`config.mk`:
```
export PLATFORM = sky130hd
export DESIGN_NAME = mmio_uart_tx
export DESIGN_NICKNAME = d
export VERILOG_FILES = /design/src/rtl/uart_pkg.sv /design/src/rtl/sync_fifo.sv /design/src/rtl/mmio_uart_tx.sv
export SDC_FILE = /design/constraint.sdc
export NUM_CORES = 1
export LEC_CHECK = 0
export BUFFER_PORTS_ARGS = -buffer_cell sky130_fd_sc_hd__buf_4
export CAP_MARGIN = 5
export CORE_MARGIN = 10
export CORE_UTILIZATION = 52
export CTS_CLUSTER_DIAMETER = 80
export DETAILED_ROUTE_END_ITERATION = 8
export PLACE_DENSITY = 0.88
export SYNTH_ARGS = -nofsm -noshare
export SYNTH_HDL_FRONTEND = slang
export SYNTH_SLANG_ARGS = --single-unit
```
`constraint.sdc`:
```
create_clock -name clk -period 3.6 [get_ports clk]
set_input_delay 0.54 -clock clk [delete_from_list [all_inputs] [get_ports clk]]
set_output_delay 0.54 -clock clk [all_outputs]
set_load 0.01 [all_outputs]
```
`src/rtl/uart_pkg.sv`:
```
// Shared definitions for the MMIO UART transmitter: register offsets,
// STATUS bit positions, counter widths and FSM state encoding.
package uart_pkg;

  localparam logic [31:0] TXDATA_OFS = 32'h0000_0000;
  localparam logic [31:0] STATUS_OFS = 32'h0000_0004;

  localparam int unsigned STAT_FULL    = 0;
  localparam int unsigned STAT_EMPTY   = 1;
  localparam int unsigned STAT_BUSY    = 2;
  localparam int unsigned STAT_OVF     = 3;
  localparam int unsigned STAT_CNT_LSB = 8;

  // Baud counter sized for CLKS_PER_BIT up to 65535; bit index covers 8 data bits.
  localparam int unsigned BAUD_W = 16;
  localparam int unsigned BIT_W  = 3;

  typedef enum logic [2:0] {
    S_IDLE   = 3'd0,
    S_START  = 3'd1,
    S_DATA   = 3'd2,
    S_PARITY = 3'd3,
    S_STOP   = 3'd4
  } uart_state_e;

  localparam logic [2:0] ST_IDLE   = S_IDLE;
  localparam logic [2:0] ST_START  = S_START;
  localparam logic [2:0] ST_DATA   = S_DATA;
  localparam logic [2:0] ST_PARITY = S_PARITY;
  localparam logic [2:0] ST_STOP   = S_STOP;

endpackage

```
`src/rtl/sync_fifo.sv`:
```
// Single-clock FIFO with combinational head read. A push into a full FIFO is
// accepted only when a pop happens in the same cycle.
module sync_fifo #(
  parameter int unsigned WIDTH = 8,
  parameter int unsigned DEPTH = 8,
  localparam int unsigned AW   = $clog2(DEPTH),
  localparam int unsigned CW   = AW + 1
) (
  input  logic             clk,
  input  logic             rst,
  input  logic             push,
  input  logic             pop,
  input  logic [WIDTH-1:0] din,
  output logic [WIDTH-1:0] dout,
  output logic             full,
  output logic             empty,
  output logic [CW-1:0]    count
);

  logic [WIDTH-1:0] mem_q [DEPTH];
  logic [AW-1:0]    wr_ptr_q, rd_ptr_q;
  logic [CW-1:0]    count_q, count_d;
  logic             full_q, empty_q;
  logic             push_ok, pop_ok;

  // Accept/next-count decode.
  always_comb begin
    pop_ok  = pop && !empty_q;
    push_ok = push && (!full_q || pop_ok);
    count_d = count_q + CW'(push_ok) - CW'(pop_ok);
  end

  // Pointers, count and registered flags.
  always_ff @(posedge clk) begin
    if (rst) begin
      wr_ptr_q <= '0;
      rd_ptr_q <= '0;
      count_q  <= '0;
      full_q   <= 1'b0;
      empty_q  <= 1'b1;
    end else begin
      if (push_ok) wr_ptr_q <= wr_ptr_q + AW'(1);
      if (pop_ok)  rd_ptr_q <= rd_ptr_q + AW'(1);
      count_q <= count_d;
      full_q  <= (count_d == CW'(DEPTH));
      empty_q <= (count_d == '0);
    end
  end

  // Storage array.
  always_ff @(posedge clk) begin
    if (push_ok) mem_q[wr_ptr_q] <= din;
  end

  assign dout  = mem_q[rd_ptr_q];
  assign full  = full_q;
  assign empty = empty_q;
  assign count = count_q;

endmodule

```
`src/rtl/mmio_uart_tx.sv`:
```
// Memory-mapped UART transmitter: TXDATA/STATUS register window, transmit
// FIFO and 8-bit serialiser. Define UART_TX_PARITY_EN to add an even parity
// bit between the data bits and the stop bit.
module mmio_uart_tx
  import uart_pkg::*;
#(
  parameter logic [31:0] BASE_ADDR    = 32'h1000_0000,
  parameter int unsigned CLKS_PER_BIT = 868,
  parameter int unsigned FIFO_DEPTH   = 8
) (
  input  logic        clk,
  input  logic        rst,
  input  logic        wr_en,
  input  logic [31:0] wr_addr,
  input  logic [31:0] wr_data,
  input  logic [3:0]  byte_en,
  input  logic [31:0] rd_addr,
  output logic [31:0] rd_data,
  output logic        tx,
  output logic        irq
);

  localparam int unsigned       CNT_W       = $clog2(FIFO_DEPTH) + 1;
  localparam logic [BAUD_W-1:0] BAUD_LAST   = BAUD_W'(CLKS_PER_BIT - 1);
  localparam logic [31:0]       TXDATA_ADDR = BASE_ADDR + TXDATA_OFS;
  localparam logic [31:0]       STATUS_ADDR = BASE_ADDR + STATUS_OFS;

  logic [2:0]        state_q, state_d;
  logic [BAUD_W-1:0] baud_q, baud_d;
  logic [BIT_W-1:0]  bit_q, bit_d;
  logic [7:0]        data_q, data_d;
  logic              tx_q, tx_d;
  logic              irq_q, irq_d;
  logic              ovf_q, ovf_d;
  logic [31:0]       rd_q, rd_d;
  logic [31:0]       status;

  logic              wr_txdata, wr_ovf_clr;
  logic              pop, push_ok, push_drop;
  logic              baud_last;
  logic              fifo_full, fifo_empty;
  logic [7:0]        fifo_dout;
  logic [CNT_W-1:0]  fifo_count, cnt_next;

  logic              unused_ok;
  assign unused_ok = &{1'b0, wr_data[31:8], byte_en[3:1]};

  sync_fifo #(
    .WIDTH (8),
    .DEPTH (FIFO_DEPTH)
  ) u_fifo (
    .clk   (clk),
    .rst   (rst),
    .push  (wr_txdata),
    .pop   (pop),
    .din   (wr_data[7:0]),
    .dout  (fifo_dout),
    .full  (fifo_full),
    .empty (fifo_empty),
    .count (fifo_count)
  );

  // Register decode, overflow tracking, STATUS image and read mux.
  always_comb begin
    wr_txdata  = wr_en && (wr_addr == TXDATA_ADDR) && byte_en[0];
    wr_ovf_clr = wr_en && (wr_addr == STATUS_ADDR) && byte_en[0] && wr_data[3];
    push_drop  = wr_txdata && fifo_full && !pop;
    push_ok    = wr_txdata && !push_drop;
    cnt_next   = fifo_count + CNT_W'(push_ok) - CNT_W'(pop);

    ovf_d = ovf_q;
    if (wr_ovf_clr) ovf_d = 1'b0;
    if (push_drop)  ovf_d = 1'b1;

    status                        = '0;
    status[STAT_CNT_LSB +: 8]     = 8'(fifo_count);
    status[STAT_OVF]              = ovf_q;
    status[STAT_BUSY]             = (state_q != ST_IDLE);
    status[STAT_EMPTY]            = fifo_empty;
    status[STAT_FULL]             = fifo_full;

    rd_d = (rd_addr == STATUS_ADDR) ? status : 32'h0;
  end

  // Frame sequencer; tx and irq are computed from next-state so they line up
  // with the state register.
  always_comb begin
    state_d   = state_q;
    baud_d    = baud_q;
    bit_d     = bit_q;
    data_d    = data_q;
    pop       = 1'b0;
    baud_last = (baud_q == BAUD_LAST);

    case (state_q)
      ST_IDLE: begin
        if (!fifo_empty) begin
          pop     = 1'b1;
          data_d  = fifo_dout;
          baud_d  = '0;
          bit_d   = '0;
          state_d = ST_START;
        end
      end
      ST_START: begin
        if (baud_last) begin
          baud_d  = '0;
          state_d = ST_DATA;
        end else begin
          baud_d = baud_q + BAUD_W'(1);
        end
      end
      ST_DATA: begin
        if (baud_last) begin
          baud_d = '0;
          bit_d  = bit_q + BIT_W'(1);
          if (bit_q == BIT_W'(7)) begin
`ifdef UART_TX_PARITY_EN
            state_d = ST_PARITY;
`else
            state_d = ST_STOP;
`endif
          end
        end else begin
          baud_d = baud_q + BAUD_W'(1);
        end
      end
`ifdef UART_TX_PARITY_EN
      ST_PARITY: begin
        if (baud_last) begin
          baud_d  = '0;
          state_d = ST_STOP;
        end else begin
          baud_d = baud_q + BAUD_W'(1);
        end
      end
`endif
      ST_STOP: begin
        if (baud_last) begin
          baud_d = '0;
          if (!fifo_empty) begin
            pop     = 1'b1;
            data_d  = fifo_dout;
            state_d = ST_START;
          end else begin
            state_d = ST_IDLE;
          end
        end else begin
          baud_d = baud_q + BAUD_W'(1);
        end
      end
      default: begin
        state_d = ST_IDLE;
        baud_d  = '0;
        bit_d   = '0;
      end
    endcase

    tx_d = 1'b1;
    case (state_d)
      ST_START:  tx_d = 1'b0;
      ST_DATA:   tx_d = data_d[bit_d];
`ifdef UART_TX_PARITY_EN
      ST_PARITY: tx_d = ^data_d;
`endif
      default:   tx_d = 1'b1;
    endcase

    irq_d = (cnt_next == '0) && (state_d == ST_IDLE);
  end

  // State and output registers.
  always_ff @(posedge clk) begin
    if (rst) begin
      state_q <= ST_IDLE;
      baud_q  <= '0;
      bit_q   <= '0;
      data_q  <= '0;
      tx_q    <= 1'b1;
      irq_q   <= 1'b1;
      ovf_q   <= 1'b0;
      rd_q    <= '0;
    end else begin
      state_q <= state_d;
      baud_q  <= baud_d;
      bit_q   <= bit_d;
      data_q  <= data_d;
      tx_q    <= tx_d;
      irq_q   <= irq_d;
      ovf_q   <= ovf_d;
      rd_q    <= rd_d;
    end
  end

  assign rd_data = rd_q;
  assign tx      = tx_q;
  assign irq     = irq_q;

endmodule

```
==> results of run 1 <==
[metal layers]
layer	routed length, µm	up-vias	part of all wire [%]
li1	-	1776	-
met1	4505	1813	37
met2	6518	140	53
met3	1114	15	9.1
met4	115	0	0.94
met5	0	-	0
[cells in the mapped netlist, drive strengths merged (2+ instances only)]
cell type,count
edfxtp,64
dfxtp,56
nor2,46
buf,29
nand2,22
nor4,17
xor2,17
mux4,16
inv,14
mux2,13
ha,12
clkbuf,10
nand4,10
nor3,10
a21oi,9
mux2i,8
xnor2,8
and2,7
nor3b,7
a211oi,6
nand2b,4
nand3,4
nor4b,4
o21ai,4
or3,4
or4,4
a21o,3
and3,3
fa,2
nor2b,2
o31a,2
o31ai,2
or3b,2
[worst min-delay path by stage]
stage	slack, ns	startpoint	end	cells after the start
final	0.24	wr_data[0]	u_fifo.mem_q[1][0]	1
after detailed placement	0.47	u_fifo.count[3]	rd_data[11]	1
after global placement	0.46	u_fifo.count[3]	rd_data[11]	1
after global routing	0.23	wr_data[2]	u_fifo.mem_q[4][2]	1
after CTS	0.23	wr_data[0]	u_fifo.mem_q[0][0]	1
after floorplan	0.45	u_fifo.count[3]	rd_data[11]	1
[layout make-up]
class | instances | area (µm²) | area share, %
Timing Repair Buffer | 96 | 720.7 | 10.68
Clock inverter | 15 | 156.4 | 2.318
Sequential cell | 120 | 3043 | 45.10
Multi-Input combinational cell | 287 | 2191 | 32.47
Clock buffer | 17 | 414.1 | 6.138
Inverter | 14 | 52.55 | 0.7788
Tap cell | 136 | 170.2 | 2.522
[through the flow]
stage | cell area [µm²] | utilization, % | power (W) | std cells | hold slack [ns]
6_report | 6748 | 65.95 | 0.004203 | 685 | 0.2397
3_3_place_gp | 6163 | 60.24 | 0.002554 | 653 | 0.4646
4_1_cts | 6734 | 65.82 | 0.004226 | 685 | 0.2252
3_5_place_dp | 6163 | 60.24 | 0.002596 | 653 | 0.4660
5_1_grt | 6748 | 65.95 | 0.004415 | 685 | 0.2313
2_1_floorplan | 5518 | - | 0.002363 | 460 | 0.4515
[registers in the layout, summed over array words and instances, names as in the netlist, named ones only]
signal / count
u_fifo.empty: 1
tx: 1
rd_data: 8
baud_q: 16
data_q: 8
u_fifo.mem_q: 64
u_fifo.rd_ptr_q: 3
irq: 1
state_q: 3
ovf_q: 1
u_fifo.wr_ptr_q: 3
bit_q: 3
u_fifo.count: 4
u_fifo.full: 1
[cells by family after synthesis]
group           after synthesis  share of synthesized area (%)
simple gates                151                          15.18
flops                       120                          56.02
buf+inv                      53                          5.483
mux                          37                          10.87
compound gates               36                          4.838
xor+xnor                     25                          4.031
fa+ha+maj                    14                          3.501
other cells                   1                        0.06904
[power breakdown]
part / switching, W / total [W] / leakage [nW] / internal, W
combinational: 0.000464 / 0.000949 / 1.25 / 0.000485
clock: 0.000674 / 0.00162 / 0.278 / 0.000945
sequential: 0.0000966 / 0.00164 / 1.03 / 0.00154
==> flow_metrics.py, run 1 <==
metrics = {
    "clock_network": {
        "cts_tree": "built",
        "cts_buffer_depth": 2,
        "cts.sinks": 120,
        "cts_resized": 0,
        "path_clk_slew_ns": 0.06,
        "ctsRootBufferMaster": "clkbuf_8",
        "cts_buffers": 17,
        "holdBufCountCts": 0,
        "post_cts_buffers": 0,
        "h-tree-depth": 4,
        "worstSkewPairLatency_ns": 0.53,
    },
    "synth": {
        "synth_top_area_share_pct": 35.38,
        "syn_area_per_cell_um2": 12.43,
        "netlist_instances": 437,
        "ys_async_sr_fraction_pct": 0,
        "synth.area.top_cells": "edfxtp_1 (35%), dfxtp_1 (21%), mux4_2 (6.6%), buf_4 (3.3%), nor2_1 (3.2%)",
        "yosys_most_used_dff": "edfxtp_1",
        "synth_cell_types": 59,
        "seq_area_frac_synth_pct": 56.02,
        "ys_seq_elements": 120,
        "syn_area_um2": 5431,
        "yosys_warnings": 0,
        "synth_top_cell_by_area": "edfxtp_1",
        "synth_edf_count": 64,
    },
    "worst_setup_path": {
        "crit_type": "reg2reg",
        "critPathRequiredTime_ns": 4.03,
        "crit_buf_inv": 2,
        "cp_slowest_cell": "or3b_2",
        "r2r_cells": 13,
        "slowest_delay_ns": 0.53,
        "r2r_slack_ns": 0.30,
        "cpMostUsedCell": "ha_1",
        "cp.arrival_ns": 3.73,
        "cpLargestDelayFamily": "compound AO/OA/AOI/OAI gates",
        "cp-end-kind": "register",
        "path_max_fanout": 6,
        "r2r_start": "baud_q[0]",
        "crit_path_cell_trace": "ha_1, or3b_2, o41ai_4, nand2_2, inv_1, ha_1, inv_1, ha_1, a21o_1, a21oi_1, xor2_1, nand4b_1, o31ai_1",
        "worstReg2RegEnd": "irq",
        "critPathLaunchType": "register",
        "startpoint": "baud_q[0]",
        "worstSetupPathDepth": 13,
        "endpoint": "irq",
    },
    "min_path": {
        "hold_class": "in2reg",
    },
    "sta": {
        "drv_slew": 0,
        "fin_ws_ns": 0.2956,
        "setup_viol": 0,
        "fin_crit_sh_pct": 91.79,
        "tns_ns": 0,
        "tightest_slew_ns": 0.7925,
        "rsz0062_at_grt": "no",
        "timing.fmax_ghz": 0.3026,
        "finalHoldViolCount": 0,
        "finalCriticalPeriod_ns": 3.304,
        "skew_ns": 0.007466,
        "relSlewSlack_pct": 45.80,
    },
    "grt": {
        "grt_max_degree": 29,
        "grt-ovfl-total": 0,
        "globalRouteMet3Util_pct": 6.938,
        "gr-max-usage-layer": "met2",
        "met2_usage_pct": 29.64,
        "grt_pass1_vias": 3877,
        "track_usage_pct": 16.69,
        "antenna_found_initial": 0,
        "grt_use_met1_pct": 17.51,
        "grt_pass1_wl_um": 19340,
    },
    "routing": {
        "wl_per_cell_um": 17.89,
        "vias": 3744,
        "drtIter0Drc": 188,
        "drt_pass1_iterations": 4,
        "ant_nets": 0,
        "routed_wl_um": 12250,
        "vias_per_cell": 5.466,
        "drc": 0,
    },
    "final_layout": {
        "final_common_cell": "buf_4",
        "areaGrowthSynthToFinish_pct": 24.23,
        "finalNetCount": 653,
        "nFillCells": 719,
        "n_antenna_cell": 0,
        "layout_common_cells": "buf_4 (96), edfxtp_1 (64), dfxtp_1 (56)",
        "layout-drive-gt1-share_pct": 30.24,
    },
    "placed_design": {
        "place.gp.congestion": 0.9071,
        "detailedPlace.worstSlack_ns": 0.2075,
        "dpl.hpwl_um": 8700,
        "port_buffers": 85,
    },
    "die": {
        "fp.coreArea_um2": 10230,
        "start_util_pct": 53.09,
        "die_area_um2": 14930,
        "num_rows": 37,
        "die_h_um": 122.2,
        "fp.dieW_um": 122.2,
        "top_level_ports": 137,
    },
    "run": {
        "cap_viol_max_count": 0,
    },
    "power": {
        "ir_drop_mv": 0.4857,
        "leakage_nw": 2.561,
        "pwr_density_cell_nw_per_um2": 622.9,
    },
    "status": {
        "outcome": "complete, no violations",
    },
}
Power figures use the tool's default switching activity.
==> inputs of run 2 (changes only) <==
--- a/config.mk
+++ b/config.mk
@@ -14,4 +14,5 @@
 export PLACE_DENSITY = 0.88
 export SYNTH_ARGS = -nofsm -noshare
 export SYNTH_HDL_FRONTEND = slang
+export SYNTH_HIERARCHICAL = 1
 export SYNTH_SLANG_ARGS = --single-unit
==> flow_metrics.py, run 2 <==
metrics = {
    "status": {
        "outcome": "complete, no violations",
    },
    "power": {
        "ir_drop_mv": 0.4119,
        "power_frac_seq_pct": 40.6,
        "pwr-share-comb_pct": 18.8,
        "power.total_w": 0.003939,
        "pwr-share-clk_pct": 40.6,
        "intPower_w": 0.002871,
        "leakage_nw": 2.584,
        "pwr_density_cell_nw_per_um2": 580.9,
        "sw_frac_of_total_pct": 27.10,
        "switchingPower_w": 0.001068,
    },
    "sta": {
        "tns_ns": 0,
        "fin_crit_sh_pct": 91.89,
        "finalCriticalPeriod_ns": 3.308,
        "whs_ns": 0.2368,
        "skew_ns": 0.01940,
        "setup_viol": 0,
        "finalHoldViolCount": 0,
        "tightest_slew_ns": 0.8436,
        "drv_slew": 0,
        "timing.fmax_ghz": 0.3023,
        "rsz0062_at_grt": "no",
        "relSlewSlack_pct": 43.68,
    },
    "final_layout": {
        "top_register": "u_fifo/mem_q",
        "layout-drive-gt1-share_pct": 26.16,
        "final_cells": 694,
        "final_common_cell": "buf_4",
        "design_area_um2": 6780,
        "n_antenna_cell": 0,
        "reg_top3": "u_fifo/mem_q x64, baud_q x16",
        "largest_register_ffs": 64,
        "layout_common_cells": "buf_4 (96), edfxtp_1 (64), dfxtp_1 (56)",
        "finalNetCount": 663,
        "areaGrowthSynthToFinish_pct": 23.72,
    },
    "grt": {
        "grt_max_degree": 35,
        "grt_pass1_wl_um": 18850,
        "antenna_found_initial": 0,
        "grt_pass1_vias": 3816,
        "grt-ovfl-total": 0,
        "track_usage_pct": 16.20,
    },
    "clock_network": {
        "cts_buffers": 17,
        "cts_resized": 0,
        "cts.sinks": 120,
        "ctsRootBufferMaster": "clkbuf_8",
        "h-tree-depth": 4,
        "cts_buffer_depth": 2,
        "worstSkewPairLatency_ns": 0.53,
        "holdBufCountCts": 0,
        "post_cts_buffers": 0,
        "cts_tree": "built",
        "path_clk_slew_ns": 0.06,
    },
    "worst_setup_path": {
        "cp.arrival_ns": 3.78,
        "path_max_fanout": 9,
        "cp-end-kind": "register",
        "crit_type": "reg2reg",
        "slowest_delay_ns": 0.39,
        "cpLargestDelayFamily": "adder cells",
        "crit_path_cell_trace": "ha_2, nor3b_4, nand4_4, a21oi_1, nand2_1, clkinv_1, buf_4, ha_1, inv_1, ha_1, inv_1, fa_1, xnor2_1, nor4b_2, a31o_2",
        "critPathRequiredTime_ns": 4.07,
        "critPathLaunchType": "register",
        "crit_buf_inv": 4,
        "cp_slowest_cell": "dfxtp_1",
    },
    "die": {
        "fp.dieW_um": 122.7,
        "start_util_pct": 53.32,
        "fp.coreArea_um2": 10280,
        "die_area_um2": 15050,
        "die_h_um": 122.7,
        "num_rows": 37,
        "top_level_ports": 137,
    },
    "synth": {
        "syn_area_um2": 5480,
        "ys_async_sr_fraction_pct": 0,
        "yosys_warnings": 6,
        "synth_top_area_share_pct": 35.07,
        "synth_edf_count": 64,
        "yosys-top-cells-count": "edfxtp_1 (64), dfxtp_1 (56), nor2_1 (47)",
        "synth.area.top_cells": "edfxtp_1 (35%), dfxtp_1 (20%), mux4_1 (7.2%), buf_4 (3.3%), nor2_1 (3.2%)",
        "yosys_most_used_dff": "edfxtp_1",
        "synth_cell_types": 54,
        "yosysMostFrequentCell": "edfxtp_1",
        "seq_area_frac_synth_pct": 55.53,
        "syn_area_per_cell_um2": 12.32,
        "netlist_instances": 445,
        "ys_seq_elements": 120,
        "synth_top_cell_by_area": "edfxtp_1",
    },
    "routing": {
        "routed_wl_um": 11700,
        "vias_per_cell": 5.316,
        "drtIter0Drc": 252,
        "drt_pass1_iterations": 4,
        "wl_per_cell_um": 16.86,
        "vias": 3689,
        "ant_nets": 0,
        "drc": 0,
    },
    "run": {
        "cap_viol_max_count": 0,
    },
    "placed_design": {
        "dpl.hpwl_um": 8276,
        "placed_area_um2": 6198,
        "port_buffers": 85,
        "place_inst": 662,
        "place.gp.congestion": 0.8749,
    },
    "min_path": {
        "hold_class": "in2reg",
    },
}
==> run 2: metrics by stage <==
step           utilization, %  setup WS [ns]
2_1_floorplan               -         0.4146
3_3_place_gp            60.31         0.3051
3_5_place_dp            60.31         0.1949
4_1_cts                 65.81         0.1304
5_1_grt                 65.97        0.03081
6_report                65.97         0.2918
==> run 2: power groups by stage <==
stage	registers, W	clock network, W	logic [W]
detailed placement	0.00163	0	0.000702
floorplan	0.00159	0	0.000557
global placement	0.00162	0	0.000662
finish	0.00160	0.00160	0.000741
global route	0.00161	0.00170	0.000835
CTS	0.00160	0.00162	0.000729
==> run 2: worst register-to-register path, stage by stage (launching register included) <==
cell	delay [ns]
dfxtp_1	0.39
ha_2	0.25
nor3b_4	0.23
nand4_4	0.21
a21oi_1	0.20
nand2_1	0.09
clkinv_1	0.07
buf_4	0.17
ha_1	0.25
inv_1	0.06
ha_1	0.18
inv_1	0.06
fa_1	0.39
xnor2_1	0.17
nor4b_2	0.34
a31o_2	0.20
==> run 2: path summary, 6_finish.rpt <==
path	startpoint	end	slack, ns	depth (start not counted)
worst max-delay path	baud_q[0]	irq	0.29	15
worst min-delay path	wr_data[7]	u_fifo/mem_q[1][7]	0.24	1
worst max register to register	baud_q[0]	irq	0.29	15
worst min register to register	data_q[2]	data_q[2]	0.46	2
==> run 2: layer usage <==
layer | global-route usage (%) | up-vias | part of all wire (%)
li1 | - | 1788 | -
met3 | 5.188 | 16 | 6.8
met5 | 0 | - | 0
met1 | 17.16 | 1779 | 38
met4 | 7.953 | 0 | 1.6
met2 | 28.51 | 106 | 53
==> run 2: layout make-up <==
type                    count  area [µm²]
fillers                   716        3497
clock buffers              18       417.9
inverters                  20       75.07
multi-input cells         290        2206
well taps                 136       170.2
clock inverters            14       147.6
repair buffers             96       720.7
flip-flops and latches    120        3043
==> run 2: cell families after synthesis <==
| logic type | count (synthesis) | synth area share [%] |
|---|---|---|
| adder cells (fa/ha/maj) | 15 | 3.699 |
| buffers and inverters | 58 | 6.096 |
| flip-flops | 120 | 55.53 |
| multiplexers | 35 | 11.26 |
| other | 1 | 0.06843 |
| AO/OA/AOI/OAI | 39 | 4.589 |
| AND/OR/NAND/NOR | 154 | 15.09 |
| XOR/XNOR | 23 | 3.676 |
